<file path="src/rtl/core_pkg.sv">
// Shared definitions for the writeback stage: effect codes, flag bit positions,
// memory-port state encoding and the store-condition evaluator.
package core_pkg;

  localparam logic [2:0] EFFECT_EQ     = 3'd0;
  localparam logic [2:0] EFFECT_NE     = 3'd1;
  localparam logic [2:0] EFFECT_GT     = 3'd2;
  localparam logic [2:0] EFFECT_ALWAYS = 3'd3;
  localparam logic [2:0] EFFECT_PL     = 3'd4;
  localparam logic [2:0] EFFECT_MI     = 3'd5;
  localparam logic [2:0] EFFECT_VC     = 3'd6;
  localparam logic [2:0] EFFECT_NEVER  = 3'd7;

  localparam int FLAG_OVERFLOW = 0;
  localparam int FLAG_CARRY    = 1;
  localparam int FLAG_ZERO     = 2;
  localparam int FLAG_NEGATIVE = 3;

  typedef enum logic {
    WB_IDLE     = 1'b0,
    WB_MEM_WAIT = 1'b1
  } wb_state_t;

  // Only Z, N and V take part in the condition, so they are passed individually.
  function automatic logic store_taken(input logic [2:0] effect,
                                       input logic z, input logic n, input logic v);
    logic taken;
    taken = 1'b0;
    case (effect)
      EFFECT_EQ:     taken = z;
      EFFECT_NE:     taken = ~z;
      EFFECT_GT:     taken = ~z & ~n;
      EFFECT_ALWAYS: taken = 1'b1;
      EFFECT_PL:     taken = ~n;
      EFFECT_MI:     taken = n;
      EFFECT_VC:     taken = ~v;
      EFFECT_NEVER:  taken = 1'b0;
      default:       taken = 1'b0;
    endcase
    return taken;
  endfunction

endpackage

</file>
<file path="src/rtl/wb_mem_port.sv">
// Memory write port of the writeback stage: holds one request stable until the
// memory acknowledges it, and can chain a new request on the acknowledging edge.
module wb_mem_port
  import core_pkg::*;
#(
  parameter int DATA_WIDTH = 16,
  parameter int ADDR_WIDTH = 16
) (
  input  logic                  clock,
  input  logic                  reset_n,
  input  logic                  i_start,
  input  logic [ADDR_WIDTH-1:0] i_start_addr,
  input  logic [DATA_WIDTH-1:0] i_start_data,
  input  logic                  i_mem_ack,
  output logic                  o_mem_req,
  output logic [ADDR_WIDTH-1:0] o_mem_addr,
  output logic [DATA_WIDTH-1:0] o_mem_wdata,
  output logic                  o_busy,
  output logic                  o_done
);

  wb_state_t             r_state;
  wb_state_t             w_state_next;
  logic                  w_load;
  logic                  w_done;
  logic [ADDR_WIDTH-1:0] r_addr;
  logic [DATA_WIDTH-1:0] r_wdata;

  always_comb begin
    w_state_next = r_state;
    w_done       = 1'b0;
    w_load       = 1'b0;
    case (r_state)
      WB_IDLE: begin
        if (i_start) begin
          w_load       = 1'b1;
          w_state_next = WB_MEM_WAIT;
        end
      end
      WB_MEM_WAIT: begin
        // A start is only honoured on the acknowledging edge; the request is otherwise frozen.
        if (i_mem_ack) begin
          w_done       = 1'b1;
          w_load       = i_start;
          w_state_next = i_start ? WB_MEM_WAIT : WB_IDLE;
        end
      end
      default: w_state_next = WB_IDLE;
    endcase
  end

  always_ff @(posedge clock) begin
    if (!reset_n) begin
      r_state <= WB_IDLE;
      r_addr  <= '0;
      r_wdata <= '0;
    end else begin
      r_state <= w_state_next;
      if (w_load) begin
        r_addr  <= i_start_addr;
        r_wdata <= i_start_data;
      end
    end
  end

  assign o_mem_req   = (r_state == WB_MEM_WAIT);
  assign o_busy      = (r_state == WB_MEM_WAIT);
  assign o_done      = w_done;
  assign o_mem_addr  = r_addr;
  assign o_mem_wdata = r_wdata;

endmodule

</file>
<file path="src/rtl/writeback_stage.sv">
// Final pipeline stage: evaluates the store condition, commits to the register
// file or to memory, keeps the architectural flags and signals retirement.
module writeback_stage
  import core_pkg::*;
#(
  parameter int DATA_WIDTH = 16,
  parameter int ADDR_WIDTH = 16,
  parameter int REG_BITS   = 4
) (
  input  logic                  clock,
  input  logic                  reset_n,
  input  logic                  in_valid,
  output logic                  in_ready,
  input  logic [2:0]            in_effect,
  input  logic [4:0]            in_flags,
  input  logic                  in_update_flags,
  input  logic [DATA_WIDTH-1:0] in_data,
  input  logic                  in_dest_mem,
  input  logic [REG_BITS-1:0]   in_dest_reg,
  input  logic [ADDR_WIDTH-1:0] in_addr,
  output logic                  reg_we,
  output logic [REG_BITS-1:0]   reg_waddr,
  output logic [DATA_WIDTH-1:0] reg_wdata,
  output logic                  mem_req,
  output logic [ADDR_WIDTH-1:0] mem_addr,
  output logic [DATA_WIDTH-1:0] mem_wdata,
  input  logic                  mem_ack,
  output logic [4:0]            flags_q,
  output logic                  retire
);

  logic                  w_accept;
  logic                  w_take;
  logic                  w_mem_start;
  logic                  w_reg_write;
  logic                  w_retire_direct;
  logic                  w_mem_busy;
  logic                  w_mem_done;
  logic [1:0]            w_retire_events;

  logic                  r_reg_we;
  logic [REG_BITS-1:0]   r_reg_waddr;
  logic [DATA_WIDTH-1:0] r_reg_wdata;
  logic [4:0]            r_flags;
  logic                  r_retire;
  logic                  r_retire_pending;

  assign in_ready    = ~w_mem_busy | mem_ack;
  assign w_accept    = in_valid & in_ready;
  assign w_take      = store_taken(in_effect, in_flags[FLAG_ZERO],
                                   in_flags[FLAG_NEGATIVE], in_flags[FLAG_OVERFLOW]);
  assign w_mem_start = w_accept & w_take & in_dest_mem;
  assign w_reg_write = w_accept & w_take & ~in_dest_mem;
  assign w_retire_direct = w_accept & ~w_mem_start;

  // A memory completion and a register/skip accept can land on the same edge;
  // the second retire is deferred one cycle so every instruction gets its pulse.
  assign w_retire_events = {1'b0, w_retire_direct} + {1'b0, w_mem_done}
                         + {1'b0, r_retire_pending};

  wb_mem_port #(
    .DATA_WIDTH (DATA_WIDTH),
    .ADDR_WIDTH (ADDR_WIDTH)
  ) u_mem_port (
    .clock        (clock),
    .reset_n      (reset_n),
    .i_start      (w_mem_start),
    .i_start_addr (in_addr),
    .i_start_data (in_data),
    .i_mem_ack    (mem_ack),
    .o_mem_req    (mem_req),
    .o_mem_addr   (mem_addr),
    .o_mem_wdata  (mem_wdata),
    .o_busy       (w_mem_busy),
    .o_done       (w_mem_done)
  );

  always_ff @(posedge clock) begin
    if (!reset_n) begin
      r_reg_we         <= 1'b0;
      r_reg_waddr      <= '0;
      r_reg_wdata      <= '0;
      r_flags          <= '0;
      r_retire         <= 1'b0;
      r_retire_pending <= 1'b0;
    end else begin
      r_reg_we <= w_reg_write;
      if (w_reg_write) begin
        r_reg_waddr <= in_dest_reg;
        r_reg_wdata <= in_data;
      end
      if (w_accept && in_update_flags) begin
        r_flags <= in_flags;
      end
      r_retire         <= (w_retire_events != 2'd0);
      r_retire_pending <= w_retire_events[1];
    end
  end

  assign reg_we    = r_reg_we;
  assign reg_waddr = r_reg_waddr;
  assign reg_wdata = r_reg_wdata;
  assign flags_q   = r_flags;
  assign retire    = r_retire;

endmodule
</file>
<file path="config.mk">
export PLATFORM = sky130hd
export DESIGN_NAME = writeback_stage
export DESIGN_NICKNAME = d
export VERILOG_FILES = /design/src/rtl/core_pkg.sv /design/src/rtl/wb_mem_port.sv /design/src/rtl/writeback_stage.sv
export SDC_FILE = /design/constraint.sdc
export NUM_CORES = 1
export LEC_CHECK = 0
export ABC_AREA = 1
export ABC_CLOCK_PERIOD_IN_PS = 2700
export CORE_UTILIZATION = 40
export CTS_CLUSTER_SIZE = 40
export DETAILED_ROUTE_END_ITERATION = 16
export PLACE_DENSITY = 0.72
export SETUP_SLACK_MARGIN = 0.4
export SKIP_LAST_GASP = 1
export SLEW_MARGIN = 20
export SYNTH_ARGS = -nofsm -noshare
export SYNTH_HDL_FRONTEND = slang
export SYNTH_SLANG_ARGS = --single-unit
</file>
<file path="constraint.sdc">
create_clock -name clock -period 2.7 [get_ports clock]
set_clock_uncertainty 0.1 [all_clocks]
set_input_delay 0.675 -clock clock [delete_from_list [all_inputs] [get_ports clock]]
set_output_delay 0.675 -clock clock [all_outputs]
set_load 0.02 [all_outputs]
</file>
# Word-level counts from Yosys, hierarchy flattened
# Cells that the tools add are included.
[word_totals]
input_bits = 50
output_inout_bits = 61
reg_bits = 61
elab_cells = 42
[op_classes]
n_eq_ne = 7
muxes = 8
reduce_logical = 3
n_addsub = 2
n_bitwise = 13
[ops]
columns = ["op", "count"]
rows = [
  ["$eq A3 B3 Y1 const B", 4],
  ["$pmux W1 S8", 1],
  ["$and A1 B1 Y1", 6],
  ["$eq A3 B2 Y1 const B", 2],
  ["$not A1 Y1", 6],
  ["$mux W1", 5],
  ["$pmux W1 S2", 2],
  ["$eq A3 B1 Y1 const B", 1],
  ["$logic_not A3 Y1", 1],
  ["$add A1 B1 Y2", 1],
  ["$add A2 B1 Y2", 1],
  ["$reduce_bool A2 Y1", 1],
  ["$logic_and A1 B1 Y1", 1],
  ["$or A1 B1 Y1", 1],
]

# Depth between registers and ports, before layout
# Gate-level depths: netlist of the first run.
[logic_depth]
word_depth = 10
depth_mapped = 11

# Hierarchy
# Synthesis of the first run repeated with hierarchy kept, for this count alone.
[unflattened]
cells_unflattened = 445
hier_area_um2 = 2947.8
[modules_own_cells]
columns = ["module", "area_per_inst_um2", "seq_area_each_um2", "cells_each", "instances"]
rows = [
  ["wb_mem_port", 1502.7, 660.6, 218, 1],
  ["writeback_stage", 1445.1, 560.5, 227, 1],
]

# Least setup slack after synthesis of the first run
# No wires, ideal clock.
[synth_timing]
kind = "input port to flip-flop"
start = "input port in_effect[1]"
end = "register r_retire (netlist: retire)"
n_path_buf = 1
cell_stages = 11
setup_slack_ps = 563
setup_time_ps = 114
arrival_ps = 1923
cell_sequence = "inv_2 -> nand2_1 -> nand2_1 -> nand3_1 -> nand2_1 -> nand2_4 -> buf_2 -> a21oi_1 -> fa_1 -> nand2_1 -> nand2_1"
[synth_between]
elab_chain_cells = 9
[synth_rtl]
columns = ["element", "line_no", "text"]
rows = [
  ["start: declaration", "writeback_stage.sv:14", "input logic [2:0] in_effect,"],
  ["$eq A3 B3 Y1 (tied with other cells)", "core_pkg.sv:29", "case (effect)"],
  ["$pmux W1 S8 *", "core_pkg.sv:29", ""],
  ["$and A1 B1 Y1 * (2 in a row)", "writeback_stage.sv:52", "assign w_mem_start = w_accept & w_take & in_dest_mem;"],
  ["$not A1 Y1 *", "writeback_stage.sv:54", "assign w_retire_direct = w_accept & ~w_mem_start;"],
  ["$and A1 B1 Y1 *", "writeback_stage.sv:54", ""],
  ["$add A1 B1 Y2 *", "writeback_stage.sv:58", "assign w_retire_events = {1'b0, w_retire_direct} + {1'b0, w_mem_done}"],
  ["$add A2 B1 Y2 *", "writeback_stage.sv:59", "+ {1'b0, r_retire_pending};"],
  ["$reduce_bool A2 Y1 *", "writeback_stage.sv:95", "r_retire <= (w_retire_events != 2'd0);"],
  ["end signal: assignment", "writeback_stage.sv:95", ""],
  ["end: declaration", "writeback_stage.sv:45", "logic r_retire;"],
]
# Every way passes the cells marked *; elsewhere a longest branch is shown, timed or not.
# A chain may end at the register's enable or synchronous reset.

# Final worst setup path of the first run
[layout_timing]
start = "input port in_effect[0]"
end = "register r_retire (netlist: retire)"
# Same word-level chain as after synthesis.

==> metrics.yaml, run 1 <==
status: "finished clean"
layout_commonest_cell: "inv_1"
initialDrtViolationCount: 80
timing.final.crit_share: 0.832
fp.dieW_um: 89.2
die_h_um: 89.2
setup_ws_ps: 454
cp_max_fo: 8
cp-end-kind: "register"
h-tree-depth: 3
synth_top_family_by_area: "simple AND/OR/NAND/NOR gates"
wl_per_cell_um: 11.6
worstPathArrival_ps: 2370
power.leakage_nw: 2.19
portBuffers: 110
grt_first_pass_wirelength_um: 12600
gr-total-overflow: 0
grt_max_degree: 34
worst_pin_slew_ps: 497
slew_violations: 0
switching_share: 0.293
seq_area_um2: 1220
syn2layout_area_growth_pct: 45.1
grt_pass1_vias: 2900
max-vdd-ir-drop_v: 0.000283
ctsRootBufferMaster: "clkbuf_8"
grt_usage: 0.205
clk_path_buf_depth: 2
synth_warnings: 0
critPathMaxStageDelay_ps: 510
drcViolationCount: 0
required_ps: 2830
final_antenna_net_count: 0
path_cells: "clkdlybuf4s50_1 -> inv_1 -> nand3_1 -> nand3_1 -> nand2_1 -> nand2_4 -> a21oi_2 -> fa_1 -> nand2_1 -> nand2_1"
setup_viol_count_final: 0
routabilityCongestion: 0.769
ys_seq_elements: 61
dieArea_um2: 7960
switchingPower_mw: 0.641
nNetsFinal: 643
rows: 31
synth_cells: 488
slew_headroom: 0.669
p_int_mw: 1.55
syn_nets: 539
syn_area_um2: 3040
dp_hpwl_um: 5430
antenna_found_initial: 0
seq_area_frac_synth: 0.401
fill_cells: 683
hold_path.class: "reg -> reg"
pin_count: 111
layout_common_cells: "144 x inv_1, 124 x nand2_1, 107 x clkdlybuf4s50_1, 61 x dfxtp_1, 54 x nor2_1"
multi_input_area_um2: 1160
clkPwrFrac: 0.322
crit_slowest_cell: "clkdlybuf4s50_1"
fin_crit_ps: 2250
start_kind: "primary input"
cts_tree: "yes"
fmax_ghz: 0.445
yosys.area_share.simple: 0.353
coreArea_um2: 7290
drt-pass1-iter-count: 4
pwr-share-seq: 0.446
diodes: 0
synth_compound_area_frac: 0.0132
drive_above_1_share: 0.0588
crit_top_cell: "nand2_1"
cap_violations: 0
postCtsSetupBuffers: 0
fin_tns_setup_ps: 0
drt_wl_total_um: 8070
cts_sinks: 61
clk_latency_ps: 330
power_frac_comb: 0.232
synth.area.top_cells: "dfxtp_1 40%, inv_1 18%, nand2_1 15%"
synth_top_cell_by_area: "dfxtp_1"
place_ws_ps: 63.1
synth.avg_cell_area_um2: 6.23
vias: 3107
synth_cell_types: 16
grt_setup_unrepaired: "yes"
vias_per_cell: 4.48
hold_viol: 0
synth_mux_area_frac: 0
synth-xor-area-share: 0
synth_top_area_frac: 0.401
powerDensity_nw_per_um2: 496
numCtsBuffers: 9
synth-adder-area-share: 0.00658
crit_type: "in -> reg"
start_util: 0.417
path_clk_slew_ps: 70
## layer usage
metal | wire, µm | part of all wire | vias to the layer above | global-route usage
li1 | - | - | 1629 | -
met1 | 3520 | 0.44 | 1365 | 0.235
met2 | 3790 | 0.47 | 100 | 0.364
met3 | 598 | 0.074 | 13 | 0.0499
met4 | 163 | 0.020 | 0 | 0.0880
met5 | 0 | 0 | - | 0
## layout make-up
type / count / share of cell area
clock buffer: 12 / 0.0352
clock inverter: 2 / 0.00227
inverter: 149 / 0.127
multi-input combinational: 251 / 0.263
sequential: 61 / 0.277
tap: 99 / 0.0281
timing repair buffer: 120 / 0.268
## final timing paths
check,slack (ps),from,cells past startpoint,endpoint
hold reg to reg,370,flags_q[3],2,flags_q[3]
setup / recovery,450,in_effect[0],10,retire
setup reg to reg,1050,u_mem_port.o_busy,8,reg_wdata[5]
hold / removal,370,flags_q[3],2,flags_q[3]
## registers in the layout, summed over array words and instances, names as in the netlist
name                    count
u_mem_port.o_busy           1
reg_waddr                   4
u_mem_port.o_mem_wdata     16
reg_we                      1
flags_q                     5
u_mem_port.o_mem_addr      16
r_retire_pending            1
retire                      1
reg_wdata                  16
## through the flow
step	utilization	hold WS (ps)	area (µm²)	total power [mW]	std cells
global route	0.605	397	4410	2.30	694
finish	0.605	367	4410	2.19	694
floorplan	-	438	3040	1.27	488
detailed placement	0.579	364	4220	1.50	679
CTS	0.601	375	4380	2.21	693
global placement	0.579	354	4220	1.49	679
## power by group through the flow
stage / Sequential (mW) / Clock, mW / Combinational, mW
2_1_floorplan: 1.06 / 0 / 0.217
3_5_place_dp: 0.996 / 0 / 0.501
5_1_grt: 0.982 / 0.754 / 0.563
4_1_cts: 0.976 / 0.727 / 0.503
3_3_place_gp: 0.994 / 0 / 0.493
6_report: 0.976 / 0.706 / 0.508
## cell families after synthesis
| logic type | after synthesis |
|---|---|
| simple gates | 241 |
| buf+inv | 177 |
| flops | 61 |
| compound gates | 8 |
| fa+ha+maj | 1 |
## timing repair
action                                  CTS  global route
pin swaps                                 0             1
hold endpoints to repair                  0             0
hold buffers                              0             0
resized for setup                         4             5
gates cloned                              0             1
endpoints found under the setup margin    1            52
## cell usage after synthesis
cell type,number
buf_4,2
clkbuf_1,6
nand3_1,8
nand3_4,1
nand4_1,52
nor2_1,54
inv_2,5
buf_2,13
nand3_2,1
nand2_1,124
inv_1,144
buf_1,7
dfxtp_1,61
nand2_4,1
fa_1,1
a21oi_1,8
## worst max-delay path, delay by kind of cell
kind | cells | cell delay, ps
AOI/OAI and AO/OA | 1 | 170
adders and majority gates | 1 | 420
buffers and inverters | 2 | 580
and+or+nand+nor | 6 | 510
Note: power is estimated with default switching activity, not from simulation.
==> run 2, diff against run 1 <==
--- a/config.mk
+++ b/config.mk
@@ -6,11 +6,11 @@
 export NUM_CORES = 1
 export LEC_CHECK = 0
 export ABC_AREA = 1
-export ABC_CLOCK_PERIOD_IN_PS = 2700
+export ABC_CLOCK_PERIOD_IN_PS = 1900
 export CORE_UTILIZATION = 40
 export CTS_CLUSTER_SIZE = 40
 export DETAILED_ROUTE_END_ITERATION = 16
-export PLACE_DENSITY = 0.72
+export PLACE_DENSITY = 0.75
 export SETUP_SLACK_MARGIN = 0.4
 export SKIP_LAST_GASP = 1
 export SLEW_MARGIN = 20
==> constraint.sdc (replaced) <==
create_clock -name clock -period 1.9 [get_ports clock]
set_clock_uncertainty 0.1 [all_clocks]
set_input_delay 0.475 -clock clock [delete_from_list [all_inputs] [get_ports clock]]
set_output_delay 0.475 -clock clock [all_outputs]
set_load 0.02 [all_outputs]
==> run 2 against run 1 <==
Effect of this change: sequential share of layout area shrank 0.82 points; final area grew 3.1%; largest cell class is now multi-input gates; combinational power grew 56%; hold slack lost 4.9 ps; critical path type unchanged; worst setup slack lost 66 ps; critical path depth grew 1.
==> metrics.yaml, run 2 (synthesis results as in run 1) <==
status: "finished clean"
worstPathArrival_ps: 1630
portBuffers: 110
layout_commonest_cell: "inv_1"
power.leakage_nw: 2.51
layout_common_cells: "140 x inv_1, 97 x nand2_1, 62 x buf_2, 60 x dfxtp_1, 52 x nand4_1"
numCtsBuffers: 9
final_antenna_net_count: 0
routed-wl-met2_um: 4510
rows: 31
cp_max_fo: 4
die_h_um: 89.2
vias_per_cell: 4.58
hold_path.class: "reg -> reg"
dieArea_um2: 7960
clk_latency_ps: 330
coreArea_um2: 7290
powerDensity_nw_per_um2: 701
nNetsFinal: 663
grt_max_degree: 32
cts_tree: "yes"
fin_crit_ps: 1510
r2r_slack_ps: 450
timing.final.crit_share: 0.795
ctsRootBufferMaster: "clkbuf_8"
slew_headroom: 0.804
switching_share: 0.301
setup_viol_count_final: 0
holdBufCountCts: 0
routabilityCongestion: 0.793
initialDrtViolationCount: 185
drt-pass1-iter-count: 5
start_util: 0.417
vias: 3268
gr-total-overflow: 0
h-tree-depth: 3
grt_setup_unrepaired: "yes"
required_ps: 2020
cap_violations: 0
met1Wirelength_um: 3850
grt_usage: 0.216
dp_hpwl_um: 5860
slew_violations: 0
drcViolationCount: 0
diodes: 0
cts_sinks: 61
power_frac_comb: 0.249
drive_above_1_share: 0.260
crit_type: "in -> reg"
drt_wl_total_um: 8990
wl_met3_um: 531
fmax_ghz: 0.662
wl_per_cell_um: 12.6
switchingPower_mw: 0.961
fp.dieW_um: 89.2
pwr-share-seq: 0.435
pin_count: 111
hold_slack_ps: 363
cp-end-kind: "register"
worst_pin_slew_ps: 293
max-vdd-ir-drop_v: 0.000502
antenna_found_initial: 0
clk_path_buf_depth: 2
whs_path_depth: 2
clkPwrFrac: 0.316
path_clk_slew_ps: 60
p_int_mw: 2.23
grt_pass1_vias: 3007
highest_layer: "met4"
syn2layout_area_growth_pct: 49.7
start_kind: "primary input"
r2r_cells: 9
hold_viol: 0
fin_tns_setup_ps: 0
grt_first_pass_wirelength_um: 13200
run 2: changes by cell type in the layout (fill, tap and decap cells not counted), sizes merged:
cell / previous run / this run
inv: 148 / 149
dlymetal6s2s: 1 / 0
dlygate4sd2: 0 / 2
clkdlybuf4s50: 107 / 39
buf: 12 / 92
clkinv: 3 / 2
nand3: 11 / 10
clkbuf: 12 / 20
run 2: what timing repair did:
action                                  CTS  global route
endpoints found under the setup margin  122            58
gates resized for setup                 283            49
pin swaps                                 6            44
gates cloned                              0             6
buffers inserted                          1             1
run 2: worst paths after layout:
check | start | endpoint
max | in_effect[1] | retire
min | flags_q[0] | flags_q[0]
max reg2reg | u_mem_port.o_busy | u_mem_port.o_mem_wdata[7]
min reg2reg | flags_q[0] | flags_q[0]
run 2: final cells by class:
cell class              count  area, µm²
repair buffers            141       1200
flip-flops and latches     61       1220
clock buffers              12        155
well taps                  99        124
clock inverters             2       10.0
fillers                   711       2740
multi-input cells         250       1260
inverters                 149        577
run 2: stage by stage:
stage                     power [mW]  setup slack (ps)  utilization  area (µm²)  instances
after floorplan                 1.82              61.2            -        3090        488
after global placement          2.16              -467        0.603        4390        692
after detailed placement        2.18              -535        0.603        4390        692
after CTS                       3.13               400        0.590        4300        707
after global routing            3.36               306        0.624        4550        714
final                           3.19               389        0.624        4550        714
run 2: power groups by stage:
stage	clock, mW	sequential [mW]	combinational (mW)
floorplan	0	1.50	0.319
global placement	0	1.41	0.742
detailed placement	0	1.42	0.759
CTS	1.04	1.39	0.704
global route	1.09	1.39	0.872
finish	1.01	1.39	0.795
run 2: worst max-delay path, cell delays in order:
cell and delay [ps]:
buf_12 120, inv_12 50, nand2_4 40, nand2_2 50, nand3_2 80, nand2_2 90, nand2_4 60, a21oi_2 140
fa_1 420, nand2_1 60, nand2_1 50
run 2: per-layer routing:
| layer | vias up | global-route usage |
|---|---|---|
| met5 | - | 0 |
| met4 | 0 | 0.107 |
| met3 | 11 | 0.0434 |
| met2 | 88 | 0.371 |
| met1 | 1497 | 0.257 |
| li1 | 1672 | - |
